`src/rtl/div_unit.sv`:
```
// div_unit: iterative radix-2 restoring divider for DIV/DIVU.
// One quotient bit per clock. Results land on q (LO) / r (HI) with a one-cycle
// done pulse and are held until the next division completes.
// Optional feature macro: DIV_EARLY_EXIT_EN -- when defined, the dividend is
// pre-shifted by the leading-zero count lz so only 32-lz iterations are run.
// When undefined, lz is ignored and every non-divide-by-zero operation takes
// 32 iterations. Results are identical in both builds.
module div_unit (
  input  logic        clk,
  input  logic        rst,
  input  logic        start,
  input  logic        is_signed,
  input  logic [31:0] dividend,
  input  logic [31:0] divisor,
  input  logic [5:0]  lz,
  output logic        busy,
  output logic        done,
  output logic [31:0] q,
  output logic [31:0] r
);

  typedef enum logic [1:0] {
    S_IDLE = 2'd0,
    S_RUN  = 2'd1,
    S_FIX  = 2'd2,
    S_DONE = 2'd3
  } state_t;

  state_t      state_r;
  state_t      state_next_s;

  logic [31:0] d_r;        // divisor magnitude
  logic [31:0] p_r;        // partial remainder (always < D between steps)
  logic [31:0] sh_r;       // dividend bits out / quotient bits in
  logic [5:0]  n_r;        // iterations remaining
  logic [31:0] dvd_r;      // dividend as captured, for divide-by-zero
  logic        neg_q_r;
  logic        neg_r_r;
  logic        dzero_r;
  logic        ovf_r;
  logic [31:0] q_r;
  logic [31:0] r_r;
  logic        busy_r;
  logic        done_r;

  logic [31:0] mag_a_s;
  logic [31:0] mag_b_s;
  logic [5:0]  n_load_s;
  logic [31:0] sh_load_s;
  logic [32:0] p_shift_s;
  logic [32:0] p_step_s;
  logic        q_bit_s;
  logic [31:0] sh_step_s;
  logic [31:0] fix_q_s;
  logic [31:0] fix_r_s;

  // Two's complement magnitude when signed and negative, else the raw value.
  function automatic logic [31:0] magnitude(input logic [31:0] x, input logic sgn);
    logic [31:0] m;
    if (sgn && x[31]) begin
      m = 32'd0 - x;
    end else begin
      m = x;
    end
    return m;
  endfunction

`ifdef DIV_EARLY_EXIT_EN
  logic [5:0]  lz_sat_s;

  // Operand load values: saturate lz and pre-shift the dividend magnitude.
  always_comb begin
    mag_a_s   = magnitude(dividend, is_signed);
    mag_b_s   = magnitude(divisor, is_signed);
    lz_sat_s  = (lz > 6'd32) ? 6'd32 : lz;
    n_load_s  = 6'd32 - lz_sat_s;
    if (lz_sat_s == 6'd32) begin
      sh_load_s = 32'd0;
    end else begin
      sh_load_s = mag_a_s << lz_sat_s;
    end
  end
`else
  logic unused_lz_s;
  assign unused_lz_s = ^lz;

  // Operand load values: no pre-shift, always the full 32 iterations.
  always_comb begin
    mag_a_s   = magnitude(dividend, is_signed);
    mag_b_s   = magnitude(divisor, is_signed);
    n_load_s  = 6'd32;
    sh_load_s = mag_a_s;
  end
`endif

  // One restoring step: shift {P,shift} left, trial-subtract D (33-bit unsigned).
  always_comb begin
    p_shift_s = {p_r, sh_r[31]};
    if (p_shift_s >= {1'b0, d_r}) begin
      p_step_s = p_shift_s - {1'b0, d_r};
      q_bit_s  = 1'b1;
    end else begin
      p_step_s = p_shift_s;
      q_bit_s  = 1'b0;
    end
    sh_step_s = {sh_r[30:0], q_bit_s};
  end

  // Final result with sign fix-up and the special cases.
  always_comb begin
    if (dzero_r) begin
      fix_q_s = 32'hFFFF_FFFF;
      fix_r_s = dvd_r;
    end else if (ovf_r) begin
      fix_q_s = 32'h8000_0000;
      fix_r_s = 32'd0;
    end else begin
      fix_q_s = neg_q_r ? (32'd0 - sh_r) : sh_r;
      fix_r_s = neg_r_r ? (32'd0 - p_r) : p_r;
    end
  end

  // State register.
  always_ff @(posedge clk or posedge rst) begin
    if (rst) begin
      state_r <= S_IDLE;
    end else begin
      state_r <= state_next_s;
    end
  end

  // Next-state logic.
  always_comb begin
    state_next_s = state_r;
    case (state_r)
      S_IDLE: begin
        if (start) begin
          if ((n_load_s != 6'd0) && (divisor != 32'd0)) begin
            state_next_s = S_RUN;
          end else begin
            state_next_s = S_FIX;
          end
        end else begin
          state_next_s = S_IDLE;
        end
      end
      S_RUN: begin
        if (n_r == 6'd1) begin
          state_next_s = S_FIX;
        end else begin
          state_next_s = S_RUN;
        end
      end
      S_FIX:   state_next_s = S_DONE;
      S_DONE:  state_next_s = S_IDLE;
      default: state_next_s = S_IDLE;
    endcase
  end

  // Datapath: operand capture, iteration, result write-back.
  always_ff @(posedge clk or posedge rst) begin
    if (rst) begin
      d_r     <= 32'd0;
      p_r     <= 32'd0;
      sh_r    <= 32'd0;
      n_r     <= 6'd0;
      dvd_r   <= 32'd0;
      neg_q_r <= 1'b0;
      neg_r_r <= 1'b0;
      dzero_r <= 1'b0;
      ovf_r   <= 1'b0;
      q_r     <= 32'd0;
      r_r     <= 32'd0;
    end else begin
      case (state_r)
        S_IDLE: begin
          if (start) begin
            d_r     <= mag_b_s;
            p_r     <= 32'd0;
            sh_r    <= sh_load_s;
            n_r     <= n_load_s;
            dvd_r   <= dividend;
            neg_q_r <= is_signed & (dividend[31] ^ divisor[31]);
            neg_r_r <= is_signed & dividend[31];
            dzero_r <= (divisor == 32'd0);
            ovf_r   <= is_signed && (dividend == 32'h8000_0000) &&
                       (divisor == 32'hFFFF_FFFF);
          end
        end
        S_RUN: begin
          p_r  <= p_step_s[31:0];
          sh_r <= sh_step_s;
          n_r  <= n_r - 6'd1;
        end
        S_FIX: begin
          q_r <= fix_q_s;
          r_r <= fix_r_s;
        end
        default: begin
          n_r <= n_r;
        end
      endcase
    end
  end

  // Registered status flags, decoded from the upcoming state.
  always_ff @(posedge clk or posedge rst) begin
    if (rst) begin
      busy_r <= 1'b0;
      done_r <= 1'b0;
    end else begin
      busy_r <= (state_next_s == S_RUN) || (state_next_s == S_FIX);
      done_r <= (state_next_s == S_DONE);
    end
  end

  assign busy = busy_r;
  assign done = done_r;
  assign q    = q_r;
  assign r    = r_r;

endmodule

```
`config.mk`:
```
export PLATFORM = sky130hd
export DESIGN_NAME = div_unit
export DESIGN_NICKNAME = d
export VERILOG_FILES = /design/src/rtl/div_unit.sv
export SDC_FILE = /design/constraint.sdc
export NUM_CORES = 1
export LEC_CHECK = 0
export CAP_MARGIN = 20
export CORE_UTILIZATION = 50
export DETAILED_ROUTE_END_ITERATION = 10
export PLACE_DENSITY = 0.8
export SETUP_SLACK_MARGIN = 0.2
export SYNTH_ARGS = -nofsm -noshare
export SYNTH_HDL_FRONTEND = slang
export SYNTH_SLANG_ARGS = --single-unit
export TNS_END_PERCENT = 30
```
`constraint.sdc`:
```
create_clock -name clk -period 7 [get_ports clk]
set_input_delay 1.4 -clock clk [delete_from_list [all_inputs] [get_ports clk]]
set_output_delay 1.4 -clock clk [all_outputs]
set_load 0.02 [all_outputs]
```
==> impl_metrics.csv <==
group,metric,value,unit
status,status,"finished, final reports clean",
setup_path,slowest_delay,0.50,ns
timing,tightest_slew,1.01,ns
final_layout,num-fill-cells,2249,
timing,finalHoldViolations,0,
flow_run,max_cap_viol_count,0,
floorplan,dieArea,26800,µm²
routing,antenna_left,0,
floorplan,die_w,164,µm
setup_path,crit_path_end_kind,"flop",
cts,cts_made_buffers,23,
global_routing,grt_overflow,0,
global_routing,grt_pass1_wl,56400,µm
synth,ys_seq_area_frac,0.395,
routing,vias,11644,
setup_path,crit_family,"simple AND/OR/NAND/NOR gates",
synth,synthDominantCellAreaShare,0.395,
power_and_ir_drop,power_density,512,nW/µm²
routing,drt_first_pass_iters,5,
floorplan,io_pins,140,
synth,yosysWarningCount,0,
timing,slew_viol_final,0,
setup_path,path_max_fanout,5,
synth,synthCells,1558,
final_layout,n_antenna_cell,0,
min_path,worstHoldPathType,"reg -> reg",
timing,skew,0.0144,ns
place,hpwl,25100,µm
synth,synth_common_cells,"nand2_1 (257), dfrtp_1 (206), o21ai_0 (151)",
timing,relSlewSlack,0.327,
routing,drt_iter0_drc,1218,
global_routing,grt_pass1_vias,10989,
global_routing,antenna_found_initial,0,
synth,ys_seq_elements,206,
cts,cts_buffer_depth,3,
final_layout,nets,1742,
cts,holdBufCountCts,0,
synth,synthFlopType,"dfrtp_1",
floorplan,die_h,164,µm
setup_path,cp.arrival,4.44,ns
setup_path,start_kind,"primary input",
place,dp_cells,1932,
cts,htreeDepth,1,
power_and_ir_drop,p_leak,6.57,nW
synth,syn_avg_cell_area,8.38,µm²
synth,syn-num-nets,1672,
synth,synth_edf_count,0,
routing,wl,34600,µm
routing,via_per_inst,5.90,
synth,yosysMostFrequentCell,"nand2_1",
place,place.gp.congestion,0.912,
timing,rsz0062_at_grt,"false",
floorplan,core,25400,µm²
routing,drc,0,
power_and_ir_drop,irDropWorstVdd,275,µV
setup_path,path_class,"in -> reg",
setup_path,cpMaxStageDelayCell,"nor3_1",
final_layout,stdcell_area,15500,µm²
timing,min_period,4.05,ns
cts,cts_sinks,206,
cts,clk_pin_slew,0.06,ns
place,io_buffers,133,
setup_path,critPathBufInv,1,
floorplan,num_rows,58,
final_layout,area_delta_synth_final,18.5,%
cts,cts_root_buffer,"clkbuf_16",
final_layout,drive_gt1_frac,0.0498,
synth,async_flop_share,1.00,
timing,max_freq,0.247,GHz
cts,clock_latency,0.52,ns
setup_path,path_cells,"clkdlybuf4s50_1 -> or3_1 -> nor3b_1 -> nand2_1 -> nor3_1 -> nand2_1 -> or3_1 -> a21oi_1 -> o22ai_1",
setup_path,worstPathRequired,7.39,ns
global_routing,grt.total_usage,0.262,
synth,synth_cell_types,70,
synth,yosysTopAreaCell,"dfrtp_1",
cts,cts-resized-gates,0,
floorplan,start_util,0.514,
global_routing,grt_max_degree,172,
routing,routedWlPerCell,17.5,µm
synth,syn_area,13100,µm²
cts,post_cts_buffers,0,
place,placedInstanceArea,14600,µm²
timing,tns,0,ns
final_layout,fin_cells,1975,
synth,synth.area.top_cells,"dfrtp_1 (39%), nand2_1 (7.4%), o21ai_0 (5.8%)",
timing,setup_viol,0,
cts,cts_tree,"yes",
timing,post-route-period-util,0.579,
==> state kept, by name, indices dropped and copies added (netlist names) <==
| name | count |
|---|---|
| d_r | 32 |
| dvd_r | 32 |
| p_r | 32 |
| q | 32 |
| r | 32 |
| sh_r | 32 |
| n_r | 6 |
| state_r | 2 |
| busy | 1 |
| done | 1 |
| dzero_r | 1 |
| neg_q_r | 1 |
| neg_r_r | 1 |
| ovf_r | 1 |
==> stage by stage <==
| stage | total power, mW | setup slack [ns] | hold slack, ns | utilization |
|---|---|---|---|---|
| 2_1_floorplan | 5.32 | 2.93 | 0.438 | - |
| 3_3_place_gp | 6.37 | 2.43 | 0.452 | 0.573 |
| 3_5_place_dp | 6.48 | 2.39 | 0.457 | 0.573 |
| 4_1_cts | 7.91 | 2.93 | 0.470 | 0.608 |
| 5_1_grt | 8.57 | 2.54 | 0.490 | 0.609 |
| 6_report | 7.93 | 2.95 | 0.465 | 0.609 |
==> worst paths after layout <==
path	startpoint	slack, ns	endpoint	depth (start not counted)
max	divisor[4]	2.95	state_r[0]	9
min	q[8]	0.47	q[8]	2
max reg2reg	p_r[6]	3.14	sh_r[0]	10
min reg2reg	q[8]	0.47	q[8]	2
max in group asynchronous	rst	4.30	sh_r[19]	3
min in group asynchronous	rst	1.37	state_r[0]	2
==> cells in the final DEF (no fill, tap or decap), types with 23 or more instances in the layout <==
cell and instances:
nor3_1 31, nand2_1 256, xnor2_1 84, clkdlybuf4s50_1 133
a22oi_1 30, a21oi_1 80, nor2_1 103, dfrtp_1 206
inv_1 64, nand3_1 29, o211ai_1 38, o21ai_0 151
clkbuf_16 23, xor2_1 60, ha_1 39
==> metal layers <==
layer  track usage  up-vias  wire length, µm
li1              -     5716                -
met1         0.374     5474            15700
met2         0.419      396            15700
met3        0.0325       58             2400
met4        0.0682        0              803
met5             0        -                0
==> cells by family (layout without fill, tap and decap cells) <==
logic type               after synthesis  count (layout)  share of synthesized area
adder cells (fa/ha/maj)               40              40                     0.0389
XOR/XNOR                             144             144                     0.0966
flip-flops                           206             206                      0.395
AO/OA/AOI/OAI                        454             454                      0.229
AND/OR/NAND/NOR                      546             546                      0.192
buffers and inverters                167             254                     0.0480
multiplexers                           1               1                   0.000767
==> worst reg2reg max path: cells and delay by family, from the launching register on <==
family	cells	cell delay, ns
AO/OA/AOI/OAI	7	2.44
buffers and inverters	1	0.25
adder cells (fa/ha/maj)	1	0.41
flip-flops	1	0.47
AND/OR/NAND/NOR	1	0.10
==> cell type report <==
class                   count  area [µm²]  share of cell area
well taps                 330         413              0.0267
clock inverters            15         263              0.0170
multi-input cells        1185        7300               0.472
clock buffers              27         621              0.0401
inverters                  65         248              0.0160
flip-flops and latches    206        5150               0.333
repair buffers            147        1460              0.0945
==> power by group <==
group | internal, mW | switching [mW]
clock | 0.894 | 0.508
combinational | 1.84 | 2.38
sequential | 1.71 | 0.588
total | 4.45 | 3.48
No activity file was read; power rests on OpenSTA's default activity.
